## config.mk

```make
export PLATFORM = sky130hd
export DESIGN_NAME = cdb_arbiter
export DESIGN_NICKNAME = d
export VERILOG_FILES = /design/src/rtl/cdb_pkg.sv /design/src/rtl/result_fifo.sv /design/src/rtl/cdb_arbiter.sv
export SDC_FILE = /design/constraint.sdc
export NUM_CORES = 1
export LEC_CHECK = 0
export BUFFER_PORTS_ARGS = -buffer_cell sky130_fd_sc_hd__buf_2
export CORE_AREA = 2 2 109 153
export CTS_BUF_LIST = sky130_fd_sc_hd__clkbuf_8
export DETAILED_ROUTE_END_ITERATION = 8
export DIE_AREA = 0 0 111 155
export GPL_TIMING_DRIVEN = 0
export HOLD_SLACK_MARGIN = 0.05
export PLACE_DENSITY = 0.83
export SETUP_SLACK_MARGIN = 0.4
export SYNTH_ARGS = -nofsm -noshare
export SYNTH_HDL_FRONTEND = slang
export SYNTH_HIERARCHICAL = 1
export SYNTH_SLANG_ARGS = --single-unit
export TNS_END_PERCENT = 100
```

## constraint.sdc

```tcl
create_clock -name clk -period 7.9 [get_ports clk]
set_input_delay 0.79 -clock clk [delete_from_list [all_inputs] [get_ports clk]]
set_output_delay 0.79 -clock clk [all_outputs]
set_load 0.02 [all_outputs]
```

## src/rtl/cdb_pkg.sv

```systemverilog
// Shared definitions for the common-data-bus arbiter: default field widths,
// the result record and a small wrap-around helper.
package cdb_pkg;

    localparam int DEF_DATA_W  = 16;
    localparam int DEF_TAG_W   = 4;
    localparam int DEF_ENTRY_W = 2;

    typedef struct packed {
        logic [DEF_TAG_W-1:0]   tag;
        logic [DEF_DATA_W-1:0]  data;
        logic [DEF_ENTRY_W-1:0] entry;
    } cdb_result_t;

    function automatic int wrap_inc(input int v, input int n);
        return (v + 1 == n) ? 0 : v + 1;
    endfunction

endpackage

```

## src/rtl/result_fifo.sv

```systemverilog
// Small power-of-two result queue; one per functional unit. Push and pop
// must already be qualified by the caller (not full / not empty).
module result_fifo #(
    parameter int WIDTH = 22,
    parameter int DEPTH = 2
) (
    input  logic                     clk,
    input  logic                     rst,
    input  logic                     flush,
    input  logic                     push,
    input  logic                     pop,
    input  logic [WIDTH-1:0]         din,
    output logic [WIDTH-1:0]         head,
    output logic [$clog2(DEPTH):0]   count
);

    localparam int AW = $clog2(DEPTH);

    logic [WIDTH-1:0] mem [DEPTH];
    logic [AW-1:0]    rd_ptr;
    logic [AW-1:0]    wr_ptr;

    always_ff @(posedge clk) begin
        if (rst || flush) begin
            rd_ptr <= '0;
            wr_ptr <= '0;
            count  <= '0;
        end else begin
            if (push) wr_ptr <= wr_ptr + 1'b1;
            if (pop)  rd_ptr <= rd_ptr + 1'b1;
            count <= count + {{AW{1'b0}}, push} - {{AW{1'b0}}, pop};
        end
    end

    // Storage is data only; validity lives entirely in count.
    always_ff @(posedge clk) begin
        if (push) mem[wr_ptr] <= din;
    end

    assign head = mem[rd_ptr];

endmodule

```

## src/rtl/cdb_arbiter.sv

```systemverilog
// Per-FU result queues drained onto NUM_CDB broadcast slots each cycle with
// round-robin fairness; full queues backpressure their producers.
module cdb_arbiter
    import cdb_pkg::*;
#(
    parameter int NUM_FU     = 3,
    parameter int NUM_CDB    = 2,
    parameter int DATA_W     = DEF_DATA_W,
    parameter int TAG_W      = DEF_TAG_W,
    parameter int ENTRY_W    = DEF_ENTRY_W,
    parameter int FIFO_DEPTH = 2
) (
    input  logic                        clk,
    input  logic                        rst,
    input  logic                        flush,
    input  logic [NUM_FU-1:0]           fu_valid,
    output logic [NUM_FU-1:0]           fu_ready,
    input  logic [NUM_FU*TAG_W-1:0]     fu_tag,
    input  logic [NUM_FU*DATA_W-1:0]    fu_data,
    input  logic [NUM_FU*ENTRY_W-1:0]   fu_entry,
    output logic [NUM_CDB-1:0]          cdb_valid,
    output logic [NUM_CDB*TAG_W-1:0]    cdb_tag,
    output logic [NUM_CDB*DATA_W-1:0]   cdb_data,
    output logic [NUM_FU-1:0]           clear_valid,
    output logic [NUM_FU*ENTRY_W-1:0]   clear_entry
);

    localparam int RES_W = TAG_W + DATA_W + ENTRY_W;
    localparam int CNT_W = $clog2(FIFO_DEPTH) + 1;
    localparam int PTR_W = (NUM_FU > 1) ? $clog2(NUM_FU) : 1;

    typedef struct packed {
        logic [TAG_W-1:0]   tag;
        logic [DATA_W-1:0]  data;
        logic [ENTRY_W-1:0] entry;
    } res_t;

    res_t               head  [NUM_FU];
    logic [CNT_W-1:0]   count [NUM_FU];
    logic [NUM_FU-1:0]  push_p0;
    logic [NUM_FU-1:0]  grant_p0;
    logic [NUM_CDB-1:0] slot_vld_p0;
    res_t               slot_res_p0 [NUM_CDB];
    logic [PTR_W-1:0]   last_fu_p0;
    logic [PTR_W-1:0]   rr_ptr;
    int                 n_grant;

    for (genvar i = 0; i < NUM_FU; i++) begin : g_fu
        // Ready comes from registered occupancy only, so a same-cycle pop never frees a slot early.
        assign fu_ready[i] = (count[i] != CNT_W'(FIFO_DEPTH));
        assign push_p0[i]  = fu_valid[i] & fu_ready[i] & ~flush;

        result_fifo #(.WIDTH(RES_W), .DEPTH(FIFO_DEPTH)) u_fifo (
            .clk   (clk),
            .rst   (rst),
            .flush (flush),
            .push  (push_p0[i]),
            .pop   (grant_p0[i]),
            .din   ({fu_tag[i*TAG_W +: TAG_W], fu_data[i*DATA_W +: DATA_W],
                     fu_entry[i*ENTRY_W +: ENTRY_W]}),
            .head  (head[i]),
            .count (count[i])
        );
    end

    // Stage p0: round-robin scan from rr_ptr, filling slots in scan order.
    always_comb begin
        grant_p0    = '0;
        slot_vld_p0 = '0;
        slot_res_p0 = '{default: '0};
        last_fu_p0  = rr_ptr;
        n_grant     = 0;
        for (int k = 0; k < NUM_FU; k++) begin
            for (int j = 0; j < NUM_FU; j++) begin
                if (j == (int'(rr_ptr) + k) % NUM_FU && count[j] != '0 && n_grant < NUM_CDB) begin
                    grant_p0[j] = 1'b1;
                    last_fu_p0  = PTR_W'(j);
                    for (int s = 0; s < NUM_CDB; s++) begin
                        if (s == n_grant) begin
                            slot_vld_p0[s] = 1'b1;
                            slot_res_p0[s] = head[j];
                        end
                    end
                    n_grant = n_grant + 1;
                end
            end
        end
    end

    always_ff @(posedge clk) begin
        if (rst) begin
            rr_ptr <= '0;
        end else if (!flush && grant_p0 != '0) begin
            rr_ptr <= PTR_W'(wrap_inc(int'(last_fu_p0), NUM_FU));
        end
    end

    // Stage p1: registered broadcast and RS-entry release.
    always_ff @(posedge clk) begin
        if (rst || flush) begin
            cdb_valid   <= '0;
            cdb_tag     <= '0;
            cdb_data    <= '0;
            clear_valid <= '0;
            clear_entry <= '0;
        end else begin
            for (int s = 0; s < NUM_CDB; s++) begin
                cdb_valid[s]                   <= slot_vld_p0[s];
                cdb_tag[s*TAG_W +: TAG_W]      <= slot_res_p0[s].tag;
                cdb_data[s*DATA_W +: DATA_W]   <= slot_res_p0[s].data;
            end
            for (int i = 0; i < NUM_FU; i++) begin
                clear_valid[i]                   <= grant_p0[i];
                clear_entry[i*ENTRY_W +: ENTRY_W] <= grant_p0[i] ? head[i].entry : '0;
            end
        end
    end

endmodule

```

==> report_table.html, run 1 <==
<table>
<tr><th>Metric</th><th>Value</th></tr>
<tr><th colspan="2">Timing</th></tr>
<tr><td>Headroom to the max-slew limit</td><td>0.305</td></tr>
<tr><td>Tcrit/Tclk final</td><td>0.902</td></tr>
<tr><td>Number of setup violations in the final report</td><td>0</td></tr>
<tr><td>Worst hold slack</td><td>about 0.49 ns</td></tr>
<tr><td>Transition at the pin with the smallest max-transition slack</td><td>between 1 and 1.5 ns</td></tr>
<tr><td>Max-slew violation total from the final report</td><td>0</td></tr>
<tr><td>Final worst path period need</td><td>7.13 ns</td></tr>
<tr><td>Achievable Freq</td><td>140 MHz</td></tr>
<tr><td>Final hold violation count</td><td>0</td></tr>
<tr><td>Total Negative Setup Slacks</td><td>0 ns</td></tr>
<tr><td>RSZ-0062 raised after global routing</td><td>no</td></tr>
<tr><td>Clock skew</td><td>roughly 0.016 ns</td></tr>
<tr><th colspan="2">Clock network</th></tr>
<tr><td>Clock latency on the worst-skew pair</td><td>0.48 ns</td></tr>
<tr><td>TritonCTS clock tree</td><td>built</td></tr>
<tr><td>Post-CTS setup buffer count</td><td>0</td></tr>
<tr><td>Clock H-tree levels</td><td>4</td></tr>
<tr><td>Clock sink count</td><td>200</td></tr>
<tr><td>Cts bufs inserted</td><td>17</td></tr>
<tr><td>Cts hold-fix bufs</td><td>0</td></tr>
<tr><td>Clock-pin slew of the registers on the worst-case setup and hold paths</td><td>0.11 ns</td></tr>
<tr><td>Cell chosen for the clock root</td><td>sky130_fd_sc_hd__clkbuf_8</td></tr>
<tr><td>Clock Path Buffers</td><td>2</td></tr>
<tr><th colspan="2">Synth</th></tr>
<tr><td>Post-synth ARST share</td><td>0</td></tr>
<tr><td>Yosys cell types</td><td>69</td></tr>
<tr><td>List of most frequent post-synthesis cells</td><td>sky130_fd_sc_hd__edfxtp_1, sky130_fd_sc_hd__dfxtp_1, sky130_fd_sc_hd__mux2_2</td></tr>
<tr><td>Dominant cell by count in the synthesized netlist</td><td>sky130_fd_sc_hd__edfxtp_1</td></tr>
<tr><td>Per-instance average area after synthesis</td><td>between 10 and 15 um^2</td></tr>
<tr><td>Ranking of synthesized cells by area</td><td>sky130_fd_sc_hd__edfxtp_1, sky130_fd_sc_hd__dfxtp_1, sky130_fd_sc_hd__mux2_2</td></tr>
<tr><td>Syn nets</td><td>824</td></tr>
<tr><td>Number of flops mapped to enable cells by yosys</td><td>132</td></tr>
<tr><td>Most frequently used flop master after synthesis</td><td>sky130_fd_sc_hd__edfxtp_1</td></tr>
<tr><td>Post-synthesis instance area</td><td>around 0.0093 mm^2</td></tr>
<tr><td>Yosys warning count</td><td>6</td></tr>
<tr><td>Portion of the post-synthesis area used by sequential elements</td><td>0.570</td></tr>
<tr><td>Synth Instances</td><td>~730</td></tr>
<tr><td>Cell type with the largest total area after synthesis</td><td>sky130_fd_sc_hd__edfxtp_1</td></tr>
<tr><td>Post-synth top area share</td><td>0.424</td></tr>
<tr><td>Number of synthesized register bits</td><td>200</td></tr>
<tr><th colspan="2">Critical path</th></tr>
<tr><td>Most used cell, CP</td><td>sky130_fd_sc_hd__ha_1</td></tr>
<tr><td>Crit path required time</td><td>8.26 ns</td></tr>
<tr><td>Max stage delay cell, worst path</td><td>sky130_fd_sc_hd__ha_1</td></tr>
<tr><td>Worst-case register-to-register setup slack</td><td>0.77 ns</td></tr>
<tr><td>Number of cells on the worst reg-to-reg path</td><td>33</td></tr>
<tr><td>Sort of element at the start of the critical path</td><td>flip-flop</td></tr>
<tr><td>Data arrival, critical path</td><td>7.48 ns</td></tr>
<tr><td>Delay contributed by the slowest stage of the critical path</td><td>between 0.4 and 0.5 ns</td></tr>
<tr><td>Critical path endpoint category</td><td>flip-flop</td></tr>
<tr><td>Worst r2r dst</td><td>g_fu[2].u_fifo/count[1]</td></tr>
<tr><td>Worst-path maximum fanout</td><td>11</td></tr>
<tr><td>Reg-to-reg critical path startpoint</td><td>rr_ptr[0]</td></tr>
<tr><td>Timing startpoint of the critical path</td><td>rr_ptr[0]</td></tr>
<tr><td>Setup Crit Path Kind</td><td>flip-flop to flip-flop</td></tr>
<tr><th colspan="2">Final layout</th></tr>
<tr><td>Net count, final</td><td>971</td></tr>
<tr><td>Filler-free cell count of the finished design</td><td>1087</td></tr>
<tr><td>Final Util</td><td>0.671</td></tr>
<tr><td>Number of antenna diodes</td><td>0</td></tr>
<tr><td>P&amp;R area growth vs syn</td><td>14.2%</td></tr>
<tr><td>Filler Cell Count</td><td>1164</td></tr>
<tr><td>Share of cells above drive strength 1</td><td>0.322</td></tr>
<tr><td>Final design instance area without fill</td><td>approximately 0.011 mm^2</td></tr>
<tr><td>Multi-input gate area in the final layout</td><td>0.00370 mm^2</td></tr>
<tr><td>Area taken by flip-flops and latches</td><td>0.00533 mm^2</td></tr>
<tr><th colspan="2">Run status</th></tr>
<tr><td>Result of the run</td><td>complete, no violations</td></tr>
<tr><th colspan="2">Floorplan</th></tr>
<tr><td>Total Die Area</td><td>0.0172 mm^2</td></tr>
<tr><td>Die width</td><td>about 110 um</td></tr>
<tr><td>Ports</td><td>126</td></tr>
<tr><td>Height of the chip</td><td>155 um</td></tr>
<tr><td>Std cell rows</td><td>55</td></tr>
<tr><td>Standard cell core area</td><td>0.0159 mm^2</td></tr>
<tr><td>Effective utilization at floorplan</td><td>0.588</td></tr>
<tr><th colspan="2">Placed design</th></tr>
<tr><td>Routability-driven placement congestion ratio</td><td>0.951</td></tr>
<tr><td>Placed instance area</td><td>0.0103 mm^2</td></tr>
<tr><td>Number of buffer cells added on primary ports</td><td>between 100 and 150</td></tr>
<tr><td>Cells after DPL</td><td>1055</td></tr>
<tr><td>DP HPWL</td><td>between 15 and 20 mm</td></tr>
<tr><th colspan="2">Routing</th></tr>
<tr><td>Via count</td><td>slightly below 7000</td></tr>
<tr><td>Detailed-route vias per instance</td><td>6.24</td></tr>
<tr><td>Number of design-rule violations left by the first detailed-router iteration</td><td>640</td></tr>
<tr><td>Detailed-router iteration count before antenna repair</td><td>6</td></tr>
<tr><td>Remaining design rule violation count</td><td>0</td></tr>
<tr><td>Antenna Violating Nets Remaining</td><td>0</td></tr>
<tr><td>Routed wirelength normalized by instance count</td><td>around 20 um</td></tr>
<tr><td>Total wire length</td><td>~22 mm</td></tr>
<tr><th colspan="2">Global route</th></tr>
<tr><td>Vias in the first global route</td><td>around 6600</td></tr>
<tr><td>Pin count of the biggest net entering global routing</td><td>23</td></tr>
<tr><td>Initial antenna violation count</td><td>0</td></tr>
<tr><td>First-pass GRT wire length</td><td>roughly 34 mm</td></tr>
<tr><td>GRT Resource Usage Total</td><td>0.254</td></tr>
<tr><td>Congestion Overflow GR</td><td>0</td></tr>
<tr><th colspan="2">Worst hold path</th></tr>
<tr><td>Hold Crit Start</td><td>fu_data[38]</td></tr>
<tr><td>Cell count of the worst hold path</td><td>1</td></tr>
<tr><td>Hold worst-path end</td><td>g_fu[2].u_fifo/mem[1][8]</td></tr>
<tr><td>Class of the tightest hold or removal check</td><td>input port to flip-flop</td></tr>
<tr><th colspan="2">Pwr</th></tr>
<tr><td>Pwr per Cell Area</td><td>about 260 mW/mm^2</td></tr>
<tr><td>Max rail drop VDD</td><td>0.000146 V</td></tr>
<tr><td>Leakage dissipation</td><td>4.09 nW</td></tr>
<tr><th colspan="2">Flow run</th></tr>
<tr><td>Max-capacitance violation count</td><td>0</td></tr>
</table>
-- cell families after synthesis --
| family | count (synthesis) | share of synthesized area |
|---|---|---|
| mux | 67 | 0.0806 |
| compound gates | 211 | 0.175 |
| simple gates | 139 | 0.0837 |
| flops | 200 | 0.570 |
| buf+inv | 71 | 0.0378 |
| fa+ha+maj | 25 | 0.0336 |
| xor+xnor | 15 | 0.0200 |
-- worst max-delay path by stage --
stage / end / slack, ns / depth (start not counted)
after floorplan: g_fu[2].u_fifo/count[1] / 1.52 / 31
after global placement: g_fu[2].u_fifo/count[1] / 0.28 / 30
after detailed placement: g_fu[2].u_fifo/count[1] / 0.20 / 31
after CTS: g_fu[2].u_fifo/count[1] / 0.52 / 31
after global routing: g_fu[2].u_fifo/count[1] / 0.39 / 33
final: g_fu[2].u_fifo/count[1] / 0.77 / 33
-- critical path: cells and delay by family, from the launching register on --
kind / cells / cell delay [ns]
xor gates and xnor gates: 3 / 0.62
adders and majority gates: 8 / 2.35
AOI/OAI and AO/OA: 3 / 0.79
and+or+nand+nor: 11 / 1.72
buffers and inverters: 8 / 1.08
DFF: 1 / 0.42
-- flip-flops by register name, summed over array words and instances (netlist names), 3 cells and up, named ones only --
| name | cells |
|---|---|
| clear_entry | 6 |
| clear_valid | 3 |
| g_fu.u_fifo/mem | 132 |
| g_fu.u_fifo/rd_ptr | 3 |
| g_fu.u_fifo/wr_ptr | 3 |
| g_fu.u_fifo/count | 6 |
| cdb_tag | 8 |
| cdb_data | 32 |
-- where the power goes --
group	leakage, nW	total (mW)	switching, mW	internal, mW
sequential	1.76	1.23	0.0400	1.19
clock	0.191	0.591	0.357	0.234
combinational	2.14	0.951	0.581	0.370
total	4.09	2.77	0.977	1.79
-- cell type report --
class / count / area share
Buffer: 45 / 0.0242
Tap cell: 199 / 0.0233
Clock inverter: 14 / 0.0110
Timing Repair Buffer: 128 / 0.0629
Inverter: 26 / 0.00938
Sequential cell: 200 / 0.499
Multi-Input combinational cell: 457 / 0.347
Clock buffer: 18 / 0.0232
-- metal layers --
layer / vias up / track usage / share of wire
met5: - / 0 / 0
met4: 0 / 0.127 / 0.042
met3: 71 / 0.0506 / 0.076
met2: 342 / 0.418 / 0.48
met1: 3236 / 0.323 / 0.40
li1: 3138 / - / -
-- cell usage in the layout, fill, tap and decap left out, types with 4 or more instances in the layout --
master,netlist,final
sky130_fd_sc_hd__edfxtp_1,132,132
sky130_fd_sc_hd__clkbuf_8,0,18
sky130_fd_sc_hd__and3_1,5,5
sky130_fd_sc_hd__a22o_1,40,40
sky130_fd_sc_hd__clkbuf_1,21,20
sky130_fd_sc_hd__xnor2_1,9,9
sky130_fd_sc_hd__nand4_1,21,21
sky130_fd_sc_hd__ha_1,24,24
sky130_fd_sc_hd__xnor3_1,4,4
sky130_fd_sc_hd__buf_6,8,8
sky130_fd_sc_hd__nor2_1,22,18
sky130_fd_sc_hd__o21ai_0,47,46
sky130_fd_sc_hd__and2_1,11,11
sky130_fd_sc_hd__o21a_1,8,8
sky130_fd_sc_hd__inv_2,4,4
sky130_fd_sc_hd__nor2_2,1,5
sky130_fd_sc_hd__o2111ai_1,22,21
sky130_fd_sc_hd__nand2b_1,6,6
sky130_fd_sc_hd__buf_2,13,138
sky130_fd_sc_hd__inv_1,21,23
sky130_fd_sc_hd__a21oi_1,13,13
sky130_fd_sc_hd__mux2_2,66,66
sky130_fd_sc_hd__o21ai_1,9,10
sky130_fd_sc_hd__a211oi_1,4,4
sky130_fd_sc_hd__o211ai_2,10,10
sky130_fd_sc_hd__o211ai_1,13,13
sky130_fd_sc_hd__dfxtp_1,68,68
sky130_fd_sc_hd__nand2_1,30,30
sky130_fd_sc_hd__nor3_1,13,13
sky130_fd_sc_hd__a32o_1,21,21
sky130_fd_sc_hd__nor3_2,6,5
-- stage by stage --
| stage | worst slack (ns) | power (mW) |
|---|---|---|
| 2_1_floorplan | 1.52 | 1.91 |
| 3_3_place_gp | 0.280 | 2.15 |
| 3_5_place_dp | 0.203 | 2.17 |
| 4_1_cts | 0.524 | 2.76 |
| 5_1_grt | 0.394 | 2.91 |
| 6_report | 0.775 | 2.77 |
-- repair_timing --
item,4_1_cts,5_1_grt
hold endpoints to repair,0,0
endpoints found under the setup margin,2,13
gates resized for setup,2,7
No activity file was read; power rests on OpenSTA's default activity.
==> inputs of run 2 (changes only) <==
--- a/config.mk
+++ b/config.mk
@@ -10,7 +10,6 @@
 export CTS_BUF_LIST = sky130_fd_sc_hd__clkbuf_8
 export DETAILED_ROUTE_END_ITERATION = 8
 export DIE_AREA = 0 0 111 155
-export GPL_TIMING_DRIVEN = 0
 export HOLD_SLACK_MARGIN = 0.05
 export PLACE_DENSITY = 0.83
 export SETUP_SLACK_MARGIN = 0.4
==> report_table.html, run 2 (synthesis results as in run 1) <==
<table>
<tr><th>Metric</th><th>Value</th></tr>
<tr><th colspan="2">Timing</th></tr>
<tr><td>Worst hold slack</td><td>0.499 ns</td></tr>
<tr><td>Achievable Freq</td><td>roughly 140 MHz</td></tr>
<tr><td>Transition at the pin with the smallest max-transition slack</td><td>between 1 and 1.5 ns</td></tr>
<tr><td>Final worst path period need</td><td>6.98 ns</td></tr>
<tr><td>RSZ-0062 raised after global routing</td><td>no</td></tr>
<tr><td>Max-slew violation total from the final report</td><td>0</td></tr>
<tr><td>Headroom to the max-slew limit</td><td>0.210</td></tr>
<tr><td>Tcrit/Tclk final</td><td>0.884</td></tr>
<tr><td>Total Negative Setup Slacks</td><td>0 ns</td></tr>
<tr><td>Final hold violation count</td><td>0</td></tr>
<tr><td>Worst Slack Setup Final</td><td>0.920 ns</td></tr>
<tr><td>Clock skew</td><td>0.0197 ns</td></tr>
<tr><td>Number of setup violations in the final report</td><td>0</td></tr>
<tr><th colspan="2">Routing</th></tr>
<tr><td>Antenna Violating Nets Remaining</td><td>0</td></tr>
<tr><td>Total wire length</td><td>roughly 22 mm</td></tr>
<tr><td>Remaining design rule violation count</td><td>0</td></tr>
<tr><td>Routed wirelength normalized by instance count</td><td>20.5 um</td></tr>
<tr><td>Via count</td><td>about 6600</td></tr>
<tr><td>Detailed-route vias per instance</td><td>6.28</td></tr>
<tr><td>Number of design-rule violations left by the first detailed-router iteration</td><td>617</td></tr>
<tr><td>Detailed-router iteration count before antenna repair</td><td>5</td></tr>
<tr><th colspan="2">Final layout</th></tr>
<tr><td>Share of cells above drive strength 1</td><td>0.318</td></tr>
<tr><td>Multi-input gate area in the final layout</td><td>0.00369 mm^2</td></tr>
<tr><td>Most common cell after layout, fill and taps aside</td><td>sky130_fd_sc_hd__edfxtp_1</td></tr>
<tr><td>Final Util</td><td>0.660</td></tr>
<tr><td>Biggest regs</td><td>g_fu.u_fifo/mem x132, cdb_data x32, cdb_tag x8</td></tr>
<tr><td>Filler Cell Count</td><td>1149</td></tr>
<tr><td>Number of antenna diodes</td><td>0</td></tr>
<tr><td>Final design instance area without fill</td><td>0.0105 mm^2</td></tr>
<tr><td>Most used cells in the layout excluding fill and tap cells</td><td>sky130_fd_sc_hd__edfxtp_1, sky130_fd_sc_hd__buf_2, sky130_fd_sc_hd__dfxtp_1</td></tr>
<tr><td>Area taken by flip-flops and latches</td><td>0.00533 mm^2</td></tr>
<tr><td>P&amp;R area growth vs syn</td><td>12.3%</td></tr>
<tr><td>Net count, final</td><td>about 940</td></tr>
<tr><td>Filler-free cell count of the finished design</td><td>1051</td></tr>
<tr><td>Largest Register</td><td>g_fu.u_fifo/mem</td></tr>
<tr><td>Max reg flops</td><td>132</td></tr>
<tr><th colspan="2">Global route</th></tr>
<tr><td>Congestion Overflow GR</td><td>0</td></tr>
<tr><td>Vias in the first global route</td><td>between 6000 and 7000</td></tr>
<tr><td>Pin count of the biggest net entering global routing</td><td>81</td></tr>
<tr><td>Initial antenna violation count</td><td>0</td></tr>
<tr><td>GRT Resource Usage Total</td><td>0.250</td></tr>
<tr><td>First-pass GRT wire length</td><td>33.3 mm</td></tr>
<tr><th colspan="2">Pwr</th></tr>
<tr><td>Pwr per Cell Area</td><td>267 mW/mm^2</td></tr>
<tr><td>Max rail drop VDD</td><td>0.000155 V</td></tr>
<tr><td>Design Power</td><td>2.80 mW</td></tr>
<tr><td>Leakage dissipation</td><td>approximately 4.0 nW</td></tr>
<tr><th colspan="2">Placed design</th></tr>
<tr><td>Cells after DPL</td><td>1019</td></tr>
<tr><td>Number of buffer cells added on primary ports</td><td>between 100 and 150</td></tr>
<tr><td>Routability-driven placement congestion ratio</td><td>~0.95</td></tr>
<tr><td>DP HPWL</td><td>15.5 mm</td></tr>
<tr><td>Placed instance area</td><td>0.0101 mm^2</td></tr>
<tr><td>Pre-CTS setup slack</td><td>roughly 0.94 ns</td></tr>
<tr><th colspan="2">Clock network</th></tr>
<tr><td>Cts bufs inserted</td><td>17</td></tr>
<tr><td>Clock-pin slew of the registers on the worst-case setup and hold paths</td><td>around 0.11 ns</td></tr>
<tr><td>Clock latency on the worst-skew pair</td><td>0.47 ns</td></tr>
<tr><td>Clock Path Buffers</td><td>2</td></tr>
<tr><td>Clock H-tree levels</td><td>4</td></tr>
<tr><td>TritonCTS clock tree</td><td>built</td></tr>
<tr><td>Clock sink count</td><td>200</td></tr>
<tr><td>Cts hold-fix bufs</td><td>0</td></tr>
<tr><td>Cell chosen for the clock root</td><td>sky130_fd_sc_hd__clkbuf_8</td></tr>
<tr><th colspan="2">Floorplan</th></tr>
<tr><td>Standard cell core area</td><td>0.0159 mm^2</td></tr>
<tr><td>Total Die Area</td><td>0.0172 mm^2</td></tr>
<tr><td>Std cell rows</td><td>55</td></tr>
<tr><td>Ports</td><td>126</td></tr>
<tr><td>Height of the chip</td><td>155 um</td></tr>
<tr><td>Effective utilization at floorplan</td><td>0.588</td></tr>
<tr><td>Die width</td><td>111 um</td></tr>
<tr><th colspan="2">Critical path</th></tr>
<tr><td>Max stage delay cell, worst path</td><td>sky130_fd_sc_hd__o2111ai_1</td></tr>
<tr><td>Sort of element at the start of the critical path</td><td>flip-flop</td></tr>
<tr><td>Critical path endpoint category</td><td>flip-flop</td></tr>
<tr><td>Delay contributed by the slowest stage of the critical path</td><td>0.49 ns</td></tr>
<tr><td>Worst-case register-to-register setup slack</td><td>0.92 ns</td></tr>
<tr><td>Most used cell, CP</td><td>sky130_fd_sc_hd__ha_1</td></tr>
<tr><td>Data arrival, critical path</td><td>7.32 ns</td></tr>
<tr><td>Setup Crit Path Kind</td><td>flip-flop to flip-flop</td></tr>
<tr><td>Worst-path maximum fanout</td><td>14</td></tr>
<tr><td>Crit path required time</td><td>8.24 ns</td></tr>
<tr><th colspan="2">Worst hold path</th></tr>
<tr><td>Class of the tightest hold or removal check</td><td>input port to flip-flop</td></tr>
<tr><th colspan="2">Flow run</th></tr>
<tr><td>Max-capacitance violation count</td><td>0</td></tr>
<tr><th colspan="2">Run status</th></tr>
<tr><td>Result of the run</td><td>complete, no violations</td></tr>
</table>
==> run 2: changes by cell type in the layout (fill, tap and decap cells not counted), moves of 2 or more <==
cell,previous run,this run
sky130_fd_sc_hd__buf_2,138,125
sky130_fd_sc_hd__buf_4,2,12
sky130_fd_sc_hd__buf_6,8,0
sky130_fd_sc_hd__buf_8,3,0
sky130_fd_sc_hd__bufinv_16,0,2
sky130_fd_sc_hd__clkbuf_1,20,0
sky130_fd_sc_hd__clkinv_2,2,0
sky130_fd_sc_hd__clkinv_8,1,3
sky130_fd_sc_hd__inv_6,3,5
sky130_fd_sc_hd__inv_8,3,1
sky130_fd_sc_hd__o21ai_1,10,8
==> run 2: path summary, 6_finish.rpt <==
check                            startpoint                       end  depth (start not counted)
worst max register to register    rr_ptr[0]   g_fu[2].u_fifo/count[1]                         27
worst max-delay path              rr_ptr[0]   g_fu[2].u_fifo/count[1]                         27
worst min register to register    rr_ptr[1]                 rr_ptr[1]                          1
worst min-delay path            fu_data[37]  g_fu[2].u_fifo/mem[1][7]                          1
==> run 2: critical path: cells and delay by family (launching register included) <==
| kind | cells | cell delay, ns |
|---|---|---|
| AOI/OAI and AO/OA | 4 | 1.34 |
| xor gates and xnor gates | 3 | 0.65 |
| adders and majority gates | 8 | 2.48 |
| buffers and inverters | 4 | 0.37 |
| DFF | 1 | 0.41 |
| and+or+nand+nor | 8 | 1.60 |
==> run 2: per-layer routing <==
| layer | share of wire | up-vias | track usage |
|---|---|---|---|
| met5 | 0 | - | 0 |
| li1 | - | 3064 | - |
| met3 | 0.063 | 55 | 0.0432 |
| met1 | 0.42 | 3163 | 0.324 |
| met2 | 0.49 | 320 | 0.420 |
| met4 | 0.033 | 0 | 0.0994 |
==> run 2: power breakdown <==
group	switching (mW)	total (mW)	internal, mW
sequential	0.0560	1.25	1.19
combinational	0.543	0.888	0.345
clock	0.374	0.668	0.294
==> run 2: final cells by class <==
type                       count  area share
multi-input combinational    457       0.351
tap                          199      0.0237
sequential                   200       0.507
clock buffer                  17      0.0223
clock inverter                15      0.0179
inverter                      26     0.00953
timing repair buffer         137      0.0682
==> run 2: what timing repair did <==
item                                    in CTS  in global routing
buffers inserted                             0                  0
gates resized for setup                      0                  2
endpoints found under the setup margin       0                 22
hold endpoints to repair                     0                  0
